$ cat config.mk
export PLATFORM = sky130hd
export DESIGN_NAME = alu_seq
export DESIGN_NICKNAME = d
export VERILOG_FILES = /design/src/rtl/alu_seq.sv
export SDC_FILE = /design/constraint.sdc
export NUM_CORES = 1
export LEC_CHECK = 0
export ABC_AREA = 1
export CAP_MARGIN = 20
export CORE_MARGIN = 4
export CORE_UTILIZATION = 45
export DETAILED_ROUTE_END_ITERATION = 12
export SLEW_MARGIN = 10
export SYNTH_ARGS = -nofsm -noshare
export SYNTH_HDL_FRONTEND = slang
export SYNTH_SLANG_ARGS = --single-unit
$ cat constraint.sdc
create_clock -name clk -period 5.2 [get_ports clk]
set_clock_uncertainty 0.05 [all_clocks]
set_input_delay 1.04 -clock clk [delete_from_list [all_inputs] [get_ports clk]]
set_output_delay 1.04 -clock clk [all_outputs]
set_load 0.02 [all_outputs]
$ cat src/rtl/alu_seq.sv
// Sequential 16-op ALU with valid/ready handshakes, iterative MUL and DIV.
// Define ALU_DIV_EN to build the restoring divider; otherwise DIV returns 0 with err=1.
module alu_seq #(
    parameter int WIDTH = 8
) (
    input  logic                 clk,
    input  logic                 rst,
    input  logic                 in_valid,
    output logic                 in_ready,
    input  logic [WIDTH-1:0]     a,
    input  logic [WIDTH-1:0]     b,
    input  logic [3:0]           cmd,
    output logic                 out_valid,
    input  logic                 out_ready,
    output logic [2*WIDTH-1:0]   d_out,
    output logic                 err
);
    localparam int CNT_W = $clog2(WIDTH) + 1;
    localparam int RW    = 2 * WIDTH;

    typedef enum logic [1:0] {IDLE, BUSY, DONE} state_t;
    typedef enum logic [3:0] {
        OP_ADD, OP_INC, OP_SUB, OP_DEC, OP_MUL, OP_DIV, OP_SHL, OP_SHR,
        OP_AND, OP_OR, OP_INV, OP_NAND, OP_NOR, OP_XOR, OP_XNOR, OP_BUF
    } op_t;

    state_t           state_q, state_d;
    logic [CNT_W-1:0] cnt_q, cnt_d;
    logic [RW-1:0]    opa_q, opa_d;
    logic [WIDTH-1:0] opb_q, opb_d;
    logic [RW-1:0]    acc_q, acc_d;
    logic [RW-1:0]    d_out_q, d_out_d;
    logic             err_q, err_d;
`ifdef ALU_DIV_EN
    logic             is_div_q, is_div_d;
    logic [WIDTH:0]   rem_sh, rem_nx;
    logic             q_bit;
`endif
    logic [RW-1:0]    ax, bx, quick_res, mul_acc, iter_res;
    op_t              op;

    assign ax = {{WIDTH{1'b0}}, a};
    assign bx = {{WIDTH{1'b0}}, b};
    assign op = op_t'(cmd);

    always_comb begin
        quick_res = '0;
        case (op)
            OP_ADD:  quick_res = ax + bx;
            OP_INC:  quick_res = ax + RW'(1);
            OP_SUB:  quick_res = ax - bx;
            OP_DEC:  quick_res = ax - RW'(1);
            OP_SHL:  quick_res = ax << b;
            OP_SHR:  quick_res = ax >> b;
            OP_AND:  quick_res = {{WIDTH{1'b0}}, a & b};
            OP_OR:   quick_res = {{WIDTH{1'b0}}, a | b};
            OP_INV:  quick_res = {{WIDTH{1'b0}}, ~a};
            OP_NAND: quick_res = {{WIDTH{1'b0}}, ~(a & b)};
            OP_NOR:  quick_res = {{WIDTH{1'b0}}, ~(a | b)};
            OP_XOR:  quick_res = {{WIDTH{1'b0}}, a ^ b};
            OP_XNOR: quick_res = {{WIDTH{1'b0}}, ~(a ^ b)};
            OP_BUF:  quick_res = ax;
            default: quick_res = '0;
        endcase
    end

    // One iteration step. For DIV, acc holds the partial remainder and the low
    // half of opa shifts dividend bits out while quotient bits shift in.
    always_comb begin
        mul_acc  = opb_q[0] ? acc_q + opa_q : acc_q;
        iter_res = mul_acc;
`ifdef ALU_DIV_EN
        rem_sh = {acc_q[WIDTH-1:0], opa_q[WIDTH-1]};
        q_bit  = (rem_sh >= {1'b0, opb_q});
        rem_nx = q_bit ? rem_sh - {1'b0, opb_q} : rem_sh;
        if (is_div_q) begin
            iter_res = {rem_nx[WIDTH-1:0], opa_q[WIDTH-2:0], q_bit};
        end
`endif
    end

    always_comb begin
        state_d = state_q;
        cnt_d   = cnt_q;
        opa_d   = opa_q;
        opb_d   = opb_q;
        acc_d   = acc_q;
        d_out_d = d_out_q;
        err_d   = err_q;
`ifdef ALU_DIV_EN
        is_div_d = is_div_q;
`endif
        case (state_q)
            IDLE: begin
                if (in_valid) begin
                    opa_d = ax;
                    opb_d = b;
                    acc_d = '0;
                    if (op == OP_MUL) begin
                        state_d = BUSY;
                        cnt_d   = CNT_W'(WIDTH);
`ifdef ALU_DIV_EN
                        is_div_d = 1'b0;
                    end else if (op == OP_DIV) begin
                        state_d  = BUSY;
                        cnt_d    = CNT_W'(WIDTH);
                        is_div_d = 1'b1;
`endif
                    end else begin
                        d_out_d = quick_res;
`ifdef ALU_DIV_EN
                        err_d   = 1'b0;
`else
                        err_d   = (op == OP_DIV);
`endif
                        state_d = DONE;
                    end
                end
            end
            BUSY: begin
                cnt_d = cnt_q - CNT_W'(1);
                acc_d = mul_acc;
                opa_d = opa_q << 1;
                opb_d = opb_q >> 1;
`ifdef ALU_DIV_EN
                if (is_div_q) begin
                    acc_d = {{(RW-WIDTH-1){1'b0}}, rem_nx};
                    opa_d = {{WIDTH{1'b0}}, opa_q[WIDTH-2:0], q_bit};
                    opb_d = opb_q;
                end
`endif
                if (cnt_q == CNT_W'(1)) begin
                    d_out_d = iter_res;
`ifdef ALU_DIV_EN
                    err_d   = is_div_q && (opb_q == '0);
`else
                    err_d   = 1'b0;
`endif
                    state_d = DONE;
                end
            end
            DONE: begin
                if (out_ready) begin
                    state_d = IDLE;
                end
            end
            default: state_d = IDLE;
        endcase
    end

    always_ff @(posedge clk or posedge rst) begin
        if (rst) begin
            state_q  <= IDLE;
            cnt_q    <= '0;
            opa_q    <= '0;
            opb_q    <= '0;
            acc_q    <= '0;
            d_out_q  <= '0;
            err_q    <= 1'b0;
`ifdef ALU_DIV_EN
            is_div_q <= 1'b0;
`endif
        end else begin
            state_q  <= state_d;
            cnt_q    <= cnt_d;
            opa_q    <= opa_d;
            opb_q    <= opb_d;
            acc_q    <= acc_d;
            d_out_q  <= d_out_d;
            err_q    <= err_d;
`ifdef ALU_DIV_EN
            is_div_q <= is_div_d;
`endif
        end
    end

    assign in_ready  = (state_q == IDLE);
    assign out_valid = (state_q == DONE);
    assign d_out     = d_out_q;
    assign err       = err_q;

endmodule
Word level (Yosys, flattened, before mapping)

Index checks and enable logic that the tools add are counted.

Add/sub/neg operators: 6
Equal/unequal tests: 23
Shift operators: 2
Mux-type cells: 24
Bitwise gates (word level): 7
Reduce and logical (&&, ||, !) cells: 7

Operators by type and width:

| kind                                             | number |
|---|---|
| one-hot mux 16 bit (14 select lines)             | 1 |
| two-way mux 16 bit                               | 6 |
| one-hot mux 16 bit (2 select lines)              | 3 |
| == test 4 bit, second input constant             | 8 |
| NOT 8 bit                                        | 4 |
| adder 16 bit                                     | 1 |
| == test 4 x 3 -> 1 bit, second input constant    | 4 |
| one-hot mux 8 bit (2 select lines)               | 1 |
| left shift 8 x 8 -> 16 bit                       | 1 |
| right shift 8 x 8 -> 16 bit                      | 1 |
| adder 8 x 1 -> 9 bit, second input constant      | 1 |
| adder 8 x 8 -> 9 bit                             | 1 |
| subtractor 8 x 1 -> 9 bit, second input constant | 1 |
| subtractor 8 x 8 -> 9 bit                        | 1 |
| AND 8 bit                                        | 1 |
| == test 4 x 1 -> 1 bit, second input constant    | 2 |
| == test 4 x 2 -> 1 bit, second input constant    | 2 |
| two-way mux 2 bit                                | 4 |
| two-way mux 4 bit                                | 2 |
| two-way mux 8 bit                                | 1 |
| bitwise OR 8 bit                                 | 1 |
| one-hot mux 4 bit (2 select lines)               | 1 |
| XOR 8 bit                                        | 1 |
| inequality test 2 bit, second input constant     | 3 |
| other kinds (13)                                 | 17 |

Register bits after elaboration: 63
Input port bits: 24
Output and inout port bits: 19
Logic and storage cells: 76

Logic depth before layout (Yosys ltp)

Depth after elaboration: 6
Mapped depth: 16
Mapped depth without buffers: 16

Worst setup path after synthesis

No wires, ideal clock.

Kind: input to register
Start: input b[3]
End: register d_out_q[4], in the netlist d_out[4]
Library setup time: 123 ps
Arrival: 2,793 ps
Data required time: 5,027 ps
Setup slack: 2,234 ps
Cell stages on the path: 13
Buffers on the path: 2
Path through: clkbuf_1 > inv_1 > clkbuf_1 > ha_1 > inv_1 > a21oi_1 > nand2_1 > o21ai_0 > nor2_1 > nor3_1 > nand3_1 > nand2_1 > a21boi_1

Longest elaborated chain between the ends: 5
Elaborated cells between the ends (all ways): 8
Classes of those cells: 2 x add/sub; 2 x shift; 4 x mux

RTL lines:

| element                                                 | RTL line | RTL |
|---|---|---|
| start: declaration                                      | 11       | `input logic [WIDTH-1:0] b,` |
| subtractor 8 x 8 -> 9 bit, or another cell as far along | 51       | `OP_SUB: quick_res = ax - bx;` |
| one-hot mux 16 bit (14 select lines) *                  | 48       | `case (op)` |
| two-way mux 16 bit *                                    | 99       | `if (op == OP_MUL) begin` |
| two-way mux 16 bit *                                    | 95       | `if (in_valid) begin` |
| one-hot mux 16 bit (2 select lines) *                   | 93       | `case (state_q)` |
| end signal: assignment                                  | 169      | `d_out_q <= d_out_d;` |
| end: declaration                                        | 32       | `logic [RW-1:0] d_out_q, d_out_d;` |

Every way passes the cells marked *; elsewhere a longest branch is shown, timed or not. The select of a mux whose other input is x is not followed.
A chain may end at the register's enable or synchronous reset.

Final worst setup path

Start: input cmd[1]
End: register d_out_q[3], in the netlist d_out[3]

Longest elaborated chain between the ends: 5
Elaborated cells between the ends (all ways): 21
Classes of those cells: 15 x eq/ne; 4 x mux; 2 x reduce/logical

RTL lines:

| element                                     | RTL line | RTL |
|---|---|---|
| start: declaration                          | 12       | `input logic [3:0] cmd,` |
| == test 4 bit, or another cell as far along | 48       |  |
| one-hot mux 16 bit (14 select lines)        | 48       |  |
| two-way mux 16 bit                          | 99       |  |
| two-way mux 16 bit                          | 95       |  |
| one-hot mux 16 bit (2 select lines)         | 93       |  |

Several ways; a longest one is shown, not always the timed one. The select of a mux whose other input is x is not followed.

==> impl_metrics.env <==
export IMPL_maxSlewHeadroom_pct=47.00
export IMPL_nNetsFinal=1154
export IMPL_p_int_mw=1.475
export IMPL_antenna_cells=0
export IMPL_outcome="finished clean"
export IMPL_crit_chain="clkdlybuf4s50_1 > inv_2 > nand2_1 > nor2_1 > nor2_1 > ha_1 > nand2_1 > nand2_1 > a21oi_1 > xor2_1 > nor2_1 > nor3_1 > nand2_1 > nand2_1 > a21boi_0"
export IMPL_synth_seq_cells=63
export IMPL_drt_total_wl_um=22330
export IMPL_cts_setup_buffers=0
export IMPL_finalCritPeriodShare_pct=70.20
export IMPL_yosys_top_cells_count="nand2_1 (283), inv_1 (126), nand3_1 (122), nor2_1 (105), o21ai_0 (73)"
export IMPL_start_util_pct=46.30
export IMPL_wl_per_cell_um=17.69
export IMPL_cts_root_buf="clkbuf_16"
export IMPL_n_fill_cell=1441
export IMPL_vias=7025
export IMPL_dp_hpwl_um=16920
export IMPL_htreeDepth=3
export IMPL_holdBufCountCts=0
export IMPL_yosysMostFrequentCell="nand2_1"
export IMPL_syn_area_per_cell_sq_um=6.227
export IMPL_slowest_stage="clkdlybuf4s50_1"
export IMPL_grt_first_pass_wirelength_um=35630
export IMPL_slowest_delay_ns=0.48
export IMPL_drv_slew=0
export IMPL_dieArea_sq_um=16380
export IMPL_arrival_ns=3.80
export IMPL_power_density_nw_per_um2=343.3
export IMPL_hold_violations=0
export IMPL_clock_latency_ns=0.34
export IMPL_cts_tree="yes"
export IMPL_p_clk_share_pct=26.5
export IMPL_required_ns=5.35
export IMPL_ys_types=42
export IMPL_yosys_warnings=0
export IMPL_synth_cells=1040
export IMPL_tightest_slew_ns=0.7950
export IMPL_final_util_pct=53.03
export IMPL_endpoint_kind="register"
export IMPL_grt_max_degree=44
export IMPL_crit_family="simple AND/OR/NAND/NOR gates"
export IMPL_dieHeight_um=128.0
export IMPL_cp_common_cell="nand2_1"
export IMPL_fp_row_count=43
export IMPL_setup_viol=0
export IMPL_drc=0
export IMPL_fin_hold_ws_ns=0.4361
export IMPL_overflow=0
export IMPL_swShare_pct=42.10
export IMPL_fin_area_sq_um=7418
export IMPL_drt_first_pass_iters=6
export IMPL_p_leak_nw=3.723
export IMPL_syn_nets=1117
export IMPL_drive_gt1_share_pct=5.730
export IMPL_path_buf_inv=2
export IMPL_area_delta_synth_final_pct=14.55
export IMPL_placed_cell_area_sq_um=7091
export IMPL_peakVddDrop_v=0.0002067
export IMPL_synth_seq_area_share_pct=24.34
export IMPL_synthFlopType="dfrtp_1"
export IMPL_hold_path_class="reg2reg"
export IMPL_grt_usage_pct=27.87
export IMPL_syn_cell_area_sq_um=6476
export IMPL_core_area_sq_um=13990
export IMPL_p_total_mw=2.547
export IMPL_fin_setup_tns_ns=0
export IMPL_switching_power_mw=1.072
export IMPL_pwr_share_comb_pct=43.5
export IMPL_min_period_ns=3.650
export IMPL_critical_path_class="in2reg"
export IMPL_rsz0062_at_grt="no"
export IMPL_die_w_um=128.0
export IMPL_crit_fanout=7
export IMPL_drt_iter0_markers=732
export IMPL_ios=43
export IMPL_max_freq_mhz=273.9
export IMPL_pwr_share_seq_pct=30.0
export IMPL_cts_buffers=9
export IMPL_clockBufferDepth=2
export IMPL_routabilityCongestion=0.9825
export IMPL_synth_edf_count=0
export IMPL_ys_async_sr_fraction_pct=100.0
export IMPL_synth_largest_area_cell="dfrtp_1"
export IMPL_path_clk_slew_ns=0.06
export IMPL_synth_area_leaders="dfrtp_1 (24%), nand2_1 (16%), ha_1 (9.7%), nand3_1 (9.4%), inv_1 (7.3%)"
export IMPL_cts_resized_gates=0
export IMPL_viasPerCell=5.567
export IMPL_antenna_found_initial=1
export IMPL_grt_pass1_vias=6489
export IMPL_postRouteAntennaNets=0
export IMPL_post_synth_top_area_fraction_pct=24.34
export IMPL_clkSinkCount=63
export IMPL_start_kind="input pin"
export IMPL_cap_violations=0
export IMPL_numPortBuffers=42
==> area by class of cell <==
class	count	area, sq um	share of cell area (%)
clock buffer	9	225.2	3.036
timing repair buffer	57	533.0	7.185
tap	180	225.2	3.036
clock inverter	7	102.6	1.383
sequential	63	1577	21.25
multi-input combinational	812	4253	57.33
inverter	134	503.0	6.780
==> worst min-delay path, cell delays in order, from the launching register on <==
cell and delay, ns:
dfrtp_1 0.34, nand2_1 0.06, nand2_1 0.05
==> per-layer routing <==
layer | wire length [um] | up-vias | global-route usage, %
li1 | - | 3509 | -
met2 | 9199 | 273 | 40.97
met5 | 11 | - | 0
met4 | 507 | 2 | 7.366
met1 | 10620 | 3196 | 40.63
met3 | 1991 | 45 | 7.125
==> state kept, by name (all words and copies together), names as in the netlist <==
name and count:
d_out 16, opa_q 16, acc_q 16, err 1, opb_q 8, state_q 2, cnt_q 4
==> final timing paths <==
path	slack, ns	cells past startpoint	start	end
hold / removal	0.44	2	d_out[13]	d_out[13]
hold reg to reg	0.44	2	d_out[13]	d_out[13]
min in group asynchronous	1.10	2	rst	d_out[13]
setup reg to reg	2.26	11	state_q[0]	d_out[5]
max in group asynchronous	3.09	3	rst	opa_q[5]
setup / recovery	1.55	15	cmd[1]	d_out[3]
==> power groups by stage <==
stage	sequential, mW	combinational [mW]	clock [mW]
2_1_floorplan	0.774	0.709	0
3_3_place_gp	0.770	1.09	0
3_5_place_dp	0.767	1.09	0
4_1_cts	0.763	1.10	0.686
5_1_grt	0.777	1.24	0.715
6_report	0.763	1.11	0.676
==> logic make-up after synthesis <==
logic type      count (synthesis)  share of synthesized area, %
buf+inv                       165                         9.988
xor+xnor                        5                        0.6762
compound gates                174                         15.61
fa+ha+maj                      53                         10.59
simple gates                  580                         38.79
flops                          63                         24.34
==> cells in the final DEF, fill, tap and decap left out, types with 2 or more instances in the layout <==
cell type and count:
nor2_1 105, nand2_1 283, fa_1 3, a21oi_1 44
clkinv_1 2, nor2_2 5, inv_1 125, o21a_1 2
dfrtp_1 63, nor3_1 8, inv_2 7, a31oi_1 4
buf_4 15, nand4_1 29, nand2b_1 2, a21boi_1 5
bufinv_16 2, a21o_1 2, o21ai_0 73, o22ai_1 16
nor3b_1 2, xor2_1 4, clkdlybuf4s50_1 42, or2_1 5
and2_1 3, or2_2 12, clkbuf_16 9, o211ai_1 16
a21boi_0 6, nand3_1 122, inv_6 3, ha_1 50
==> per-stage QoR <==
step	setup WS [ns]	std cells
5_1_grt	1.266	1262
4_1_cts	1.599	1262
3_3_place_gp	1.346	1246
3_5_place_dp	1.255	1246
2_1_floorplan	2.234	1040
6_report	1.550	1262
No activity file was read; power rests on OpenSTA's default activity.
